[config.mk]
export PLATFORM = sky130hd
export DESIGN_NAME = serial_word_feeder
export DESIGN_NICKNAME = d
export VERILOG_FILES = /design/src/rtl/serial_word_feeder.sv
export SDC_FILE = /design/constraint.sdc
export NUM_CORES = 1
export LEC_CHECK = 0
export ABC_AREA = 1
export CORE_MARGIN = 4
export CORE_UTILIZATION = 40
export DETAILED_ROUTE_END_ITERATION = 16
export PLACE_DENSITY = 0.63
export SLEW_MARGIN = 40
export SYNTH_ARGS = -nofsm -noshare
export SYNTH_HDL_FRONTEND = slang
export SYNTH_SLANG_ARGS = --single-unit
[constraint.sdc]
create_clock -name clk -period 1.44 [get_ports clk]
set_input_delay 0.288 -clock clk [delete_from_list [all_inputs] [get_ports clk]]
set_output_delay 0.288 -clock clk [all_outputs]
set_load 0.05 [all_outputs]
[src/rtl/serial_word_feeder.sv]
// Parallel-to-serial feeder: accepts words over valid/ready and drives them one bit
// per clock onto a shift register's serial input, with a one-word hold buffer.
//
// state    | meaning
// ST_IDLE  | no word in the shifter, waiting for one
// ST_SHIFT | driving bit_cnt of the current word onto SI
// ST_GAP   | idle clocks between two consecutive words
module serial_word_feeder #(
  parameter int WIDTH = 4,
  parameter int GAP   = 0
) (
  input  logic             clk,
  input  logic             rst,
  input  logic [WIDTH-1:0] in_data,
  input  logic             in_dir,
  input  logic             in_valid,
  output logic             in_ready,
  output logic             SI,
  output logic             mode,
  output logic             sh_en,
  output logic             word_done,
  output logic             busy
);

  localparam int CNT_W = (WIDTH > 2) ? $clog2(WIDTH) : 1;
  localparam logic [CNT_W-1:0] LAST_BIT = CNT_W'(WIDTH - 1);
  localparam logic [CNT_W-1:0] PRE_LAST = CNT_W'(WIDTH - 2);

  typedef enum logic [1:0] {ST_IDLE, ST_SHIFT, ST_GAP} state_t;

  state_t           state;
  logic [WIDTH-1:0] shreg;
  logic             dir_r;
  logic [CNT_W-1:0] bit_cnt;
  logic [3:0]       gap_cnt;
  logic [WIDTH-1:0] hold_data;
  logic             hold_dir;
  logic             hold_full;

  logic             accept;
  logic             avail;
  logic             last_bit;
  logic             gap_end;
  logic             load;
  logic             hold_full_nxt;
  logic [WIDTH-1:0] next_data;
  logic             next_dir;

  assign in_ready  = !rst && !hold_full;
  assign accept    = in_valid && in_ready;
  assign avail     = hold_full || accept;
  // The hold buffer always holds the older word, so it has priority at a load.
  assign next_data = hold_full ? hold_data : in_data;
  assign next_dir  = hold_full ? hold_dir  : in_dir;
  assign last_bit  = (state == ST_SHIFT) && (bit_cnt == LAST_BIT);
  assign gap_end   = (state == ST_GAP) && (gap_cnt == 4'd0);
  assign load      = avail && ((state == ST_IDLE) || (last_bit && GAP == 0) || gap_end);
  assign hold_full_nxt = load ? (hold_full && accept) : (hold_full || accept);

  always_ff @(posedge clk) begin
    if (rst) begin
      state     <= ST_IDLE;
      shreg     <= '0;
      dir_r     <= 1'b0;
      bit_cnt   <= '0;
      gap_cnt   <= 4'd0;
      hold_data <= '0;
      hold_dir  <= 1'b0;
      hold_full <= 1'b0;
      SI        <= 1'b0;
      mode      <= 1'b0;
      sh_en     <= 1'b0;
      word_done <= 1'b0;
      busy      <= 1'b0;
    end else begin
      if (accept && (hold_full || !load)) begin
        hold_data <= in_data;
        hold_dir  <= in_dir;
      end
      hold_full <= hold_full_nxt;
      word_done <= 1'b0;
      busy      <= hold_full_nxt || load ||
                   ((state == ST_SHIFT) && (!last_bit || avail)) ||
                   ((state == ST_GAP) && !gap_end);

      if (load) begin
        state   <= ST_SHIFT;
        shreg   <= next_data;
        dir_r   <= next_dir;
        mode    <= next_dir;
        bit_cnt <= '0;
        sh_en   <= 1'b1;
        SI      <= next_dir ? next_data[0] : next_data[WIDTH-1];
      end else begin
        case (state)
          ST_SHIFT: begin
            if (last_bit) begin
              sh_en <= 1'b0;
              SI    <= 1'b0;
              if (avail) begin
                state   <= ST_GAP;
                gap_cnt <= 4'(GAP - 1);
              end else begin
                state <= ST_IDLE;
              end
            end else begin
              bit_cnt   <= bit_cnt + 1'b1;
              shreg     <= dir_r ? (shreg >> 1) : (shreg << 1);
              SI        <= dir_r ? shreg[1] : shreg[WIDTH-2];
              word_done <= (bit_cnt == PRE_LAST);
            end
          end
          ST_GAP: begin
            if (gap_cnt == 4'd0) state <= ST_IDLE;
            else gap_cnt <= gap_cnt - 4'd1;
          end
          default: state <= ST_IDLE;
        endcase
      end
    end
  end

endmodule

* Yosys cells after proc, flatten, opt, wreduce, memory -nomap -nowiden
Cells that the tools add are included.
** Word-level totals
- Flip-flop bits (word level) :: 23
- Bits of input ports :: 8
- Word-level logic and storage cells :: 88
- Output and inout bits :: 6
** Operators by class
- Equality and inequality tests :: 11
- $add $sub $neg :: 2
- Reductions and logical operators :: 35
- Bitwise gates (word level) :: 3
- Muxes and demuxes :: 24
** Operators by type and width (number)
- 4-bit 2-to-1 mux :: 8
- 1-bit 2-to-1 mux :: 11
- 2-bit AND reduction :: 5
- 1-bit logical AND :: 9
- 1-bit logical OR :: 8
- 4-bit case mux with 2 select lines :: 1
- 2-bit == test, second input constant :: 3
- 2-bit 2-to-1 mux :: 3
- 2-bit != test, second input constant :: 3
- 2-bit nonzero test :: 3
- 1-bit zero test :: 5
- 5-bit AND reduction :: 1
- 4-bit zero test :: 1
- 2-bit by 1-bit != test with 1-bit output, second input constant :: 2
- 2-bit case mux with 2 select lines :: 1
- 4-bit OR reduction :: 1
- 4-bit by 1-bit subtractor with 4-bit output, second input constant :: 1
- 3-bit by 2-bit != test with 1-bit output, second input constant :: 1
- 3-bit != test, second input constant :: 1
- 1-bit NOT :: 3
- 2-bit by 1-bit adder with 2-bit output, second input constant :: 1
- 2-bit by 1-bit == test with 1-bit output, second input constant :: 1
- 2-bit zero test :: 1
- 2-bit OR reduction :: 1

* Longest topological paths before layout
- Depth in word-level cells :: 9
- Depth in mapped cells :: 9
- Gate-level depth less buffers :: 8

* Worst setup path after synthesis
OpenSTA, ideal clock, no wires.
- Kind :: input port to output port
- Start point :: in rst
- End point :: out in_ready
- Setup slack :: -0.177 ns
- Data arrival time :: 1.329 ns
- Stages :: 3
- Path buffers :: 2
- Cell sequence :: buf_4 -> clkbuf_1 -> nor2_1
** Between the ends
- Word-level cells in the longest chain between the ends :: 2
** Ends and longest elaborated chain
- start, declared :: RTL line 13 : input logic rst,
- 1-bit zero test :: RTL line 49 : assign in_ready = !rst && !hold_full;
- 1-bit logical AND :: RTL line 49
- end, declared :: RTL line 17 : output logic in_ready,
No other way between the ends.

* Worst setup path in the final report
- Start point :: reg bit_cnt[0]
- End point :: reg SI
** Between the ends
- Word-level cells in the longest chain between the ends :: 6
** Ends and longest elaborated chain
- start, declared :: RTL line 34 : logic [CNT_W-1:0] bit_cnt;
- start signal, assigned :: RTL line 107 : bit_cnt <= bit_cnt + 1'b1;
- 2-bit == test * :: RTL line 55 : assign last_bit = (state == ST_SHIFT) && (bit_cnt == LAST_BIT);
- 1-bit logical AND * :: RTL line 55
- 1-bit logical OR (2 in a row) :: RTL line 57 : assign load = avail && ((state == ST_IDLE) || (last_bit && GAP == 0) || gap_end);
- 1-bit logical AND :: RTL line 57
- 1-bit 2-to-1 mux or 2-bit nonzero test (tied branches)
- end signal, assigned :: RTL line 93 : SI <= next_dir ? next_data[0] : next_data[WIDTH-1];
- end signal, assigned :: RTL line 109 : SI <= dir_r ? shreg[1] : shreg[WIDTH-2];
- end, declared :: RTL line 18 : output logic SI,
Every way passes the cells marked *; elsewhere a longest branch is shown, timed or not. The select of a mux whose other input is x is not followed.
A chain may end at the register's enable or synchronous reset.

==> impl_metrics.py <==
metrics = {
    "global_routing": {
        "grt_pass1_wl_mm": 4.10,
        "grt_use_total": 0.126,
        "grt_max_degree": 14,
        "grt_antenna_before_repair": 0,
        "grt_pass1_vias": 1034,
        "grt-ovfl-total": 0,
    },
    "worst_setup_path": {
        "startpoint_type": "register",
        "endpoint_kind": "register",
        "critPathArrivalTime_ns": 1.61,
        "crit_type": "register to register",
        "worstPathMaxFanout": 12,
        "cp.required_ns": 1.67,
    },
    "route": {
        "viasPerCell": 4.95,
        "post_drt_wl_per_cell_um": 11.1,
        "routed_wl_mm": 2.28,
        "vias": 1019,
        "antenna_left": 0,
        "dr.pass1.iters": 4,
        "drtIter0Drc": 25,
        "route.detailed.drc": 0,
    },
    "layout": {
        "drive_above_1_share": 0.251,
        "area_growth_pct": 24.2,
        "n_antenna_cell": 0,
        "nets": 187,
        "fin_util": 0.528,
    },
    "power": {
        "switching_share": 0.316,
        "irDropWorstVdd_uv": 662,
        "seq_power_share": 0.528,
        "clkPwrFrac": 0.227,
        "power_frac_comb": 0.245,
        "p_leak_nw": 0.606,
        "p_int_uw": 915,
        "power_mw": 1.34,
        "cellPowerDensity_nw_per_um2": 911,
        "power.switching_uw": 423,
    },
    "sta": {
        "fmax_ghz": 0.728,
        "hold_viol": 0,
        "fin_tns_setup_ns": 0,
        "slew_headroom": 0.778,
        "rsz0062_at_grt": "yes",
        "skew_ns": 0.0109,
        "worstMarginPinSlew_ns": 0.330,
        "post-route-min-period_ns": 1.37,
        "finalCritPeriodShare": 0.953,
        "slew_viol_final": 0,
        "setup_viol": 0,
    },
    "floorplanning": {
        "initial_core_util": 0.425,
        "dieWidth_um": 62.4,
        "num_rows": 19,
        "die_h_um": 62.4,
        "boundaryPins": 14,
        "core_um2": 2780,
        "die-area_um2": 3890,
    },
    "clock_tree": {
        "clock_path_buffers": 2,
        "clock-sinks": 23,
        "cts_tree": "done",
        "insertion_delay_ns": 0.32,
        "numCtsBuffers": 3,
        "cts.clk_slew.worst_paths_ns": 0.13,
        "htreeDepth": 1,
        "cts-root-buf": "clkbuf_4",
    },
    "synth": {
        "synth-seq-cells": 23,
        "syn_area_um2": 1180,
        "syn_nets": 168,
        "ys_types": 28,
        "synth_area_per_cell_um2": 7.53,
        "ys_warn_count": 0,
        "syn_inst": 157,
        "synth-seq-area-share": 0.389,
    },
    "placed_design": {
        "dp_hpwl_mm": 1.80,
        "gp_congestion": 0.894,
        "place.port_buffers": 13,
    },
    "worst_hold_path": {
        "hold_path_class": "register to register",
    },
    "outcome": {
        "status": "complete, no violations",
    },
    "run": {
        "max-cap-violations": 0,
    },
}
[routing by layer]
layer  vias up  global-route usage  part of all wire
li1        546                   -                 -
met1       455               0.147              0.48
met2        13               0.215              0.47
met3         5              0.0252             0.027
met4         0              0.0690             0.020
met5         -                   0                 0
[cell usage in the layout (no fill, tap or decap), types with 2 or more instances in the layout]
master,Yosys,final
a21oi_1,11,10
a21oi_2,7,8
buf_12,0,6
buf_4,1,5
clkbuf_4,0,3
clkdlybuf4s50_1,0,6
dfxtp_1,23,22
ha_2,0,2
inv_1,15,15
inv_2,3,3
nand2_1,40,39
nand2_4,2,4
nand3_1,15,15
nand3_2,4,4
nand4_1,2,2
nor2_1,8,7
nor2_2,1,2
o21ai_0,8,8
o21ai_1,2,2
[layout make-up]
type	count	area, µm²
fillers	278	1310
flip-flops and latches	23	462
multi-input cells	111	641
clock buffers	3	22.5
inverters	19	73.8
repair buffers	18	226
clock inverters	1	5.00
well taps	31	38.8
[synth_stat cells, drive strengths merged]
library cell  number  share of area
buf                3          0.023
xnor2              1         0.0074
nor2              10          0.040
ha                 3          0.032
a31oi              1         0.0053
inv               19          0.062
o21ai             11          0.050
nand2             43           0.15
or2                1         0.0053
nand4              2          0.011
dfxtp             23           0.39
nand3             19          0.097
clkbuf             1         0.0032
o21bai             1          0.016
nor3               1         0.0085
a21oi             18          0.098
[cell families (layout without fill, tap and decap cells)]
group / count (synthesis) / after routing / share of synthesized area
AO/OA/AOI/OAI: 31 / 31 / 0.169
XOR/XNOR: 1 / 1 / 0.00741
adder cells (fa/ha/maj): 3 / 3 / 0.0317
buffers and inverters: 23 / 41 / 0.0889
flip-flops: 23 / 23 / 0.389
AND/OR/NAND/NOR: 76 / 76 / 0.313
[stage by stage]
step,setup WS (ns),std cells,hold slack (ns),cell area (µm²)
CTS,0.0355,206,0.474,1450
global route,-0.0180,206,0.506,1470
global placement,-0.137,202,0.434,1420
detailed placement,-0.160,202,0.455,1420
floorplan,0.0444,157,0.422,1180
finish,0.0672,206,0.475,1470
[power groups by stage]
| stage | clock (mW) | combinational, mW | sequential [mW] |
|---|---|---|---|
| 2_1_floorplan | 0 | 0.180 | 0.746 |
| 6_report | 0.303 | 0.328 | 0.707 |
| 3_3_place_gp | 0 | 0.323 | 0.719 |
| 5_1_grt | 0.343 | 0.361 | 0.713 |
| 4_1_cts | 0.315 | 0.327 | 0.707 |
| 3_5_place_dp | 0 | 0.327 | 0.721 |
[registers in the layout, indices dropped and copies added (netlist names)]
| name | flops |
|---|---|
| word_done | 1 |
| state | 2 |
| busy | 1 |
| shreg | 4 |
| hold_data | 4 |
| hold_full | 1 |
| dir_r | 1 |
| SI | 1 |
| gap_cnt | 4 |
| sh_en | 1 |
| hold_dir | 1 |
| bit_cnt | 2 |
[worst paths after layout]
check / from / slack [ns] / endpoint / cells past startpoint
setup / recovery: bit_cnt[0] / 0.07 / SI / 7
hold / removal: hold_dir / 0.48 / hold_dir / 2
setup reg to reg: bit_cnt[0] / 0.07 / SI / 7
hold reg to reg: hold_dir / 0.48 / hold_dir / 2
[critical path: stages (launching register included)]
cell and delay (ns):
dfxtp_1 0.35, ha_2 0.23, o21ai_2 0.19, nand2_4 0.11, nand2_4 0.17, nand2_1 0.09
nor2_1 0.10, nor2_1 0.05
[what timing repair did]
action | in CTS | in global routing
setup endpoints to repair | 6 | 16
pin swaps | 0 | 1
buffers inserted | 0 | 0
resized for setup | 3 | 5
hold buffers | 0 | 0
No activity file was read; power rests on OpenSTA's default activity.
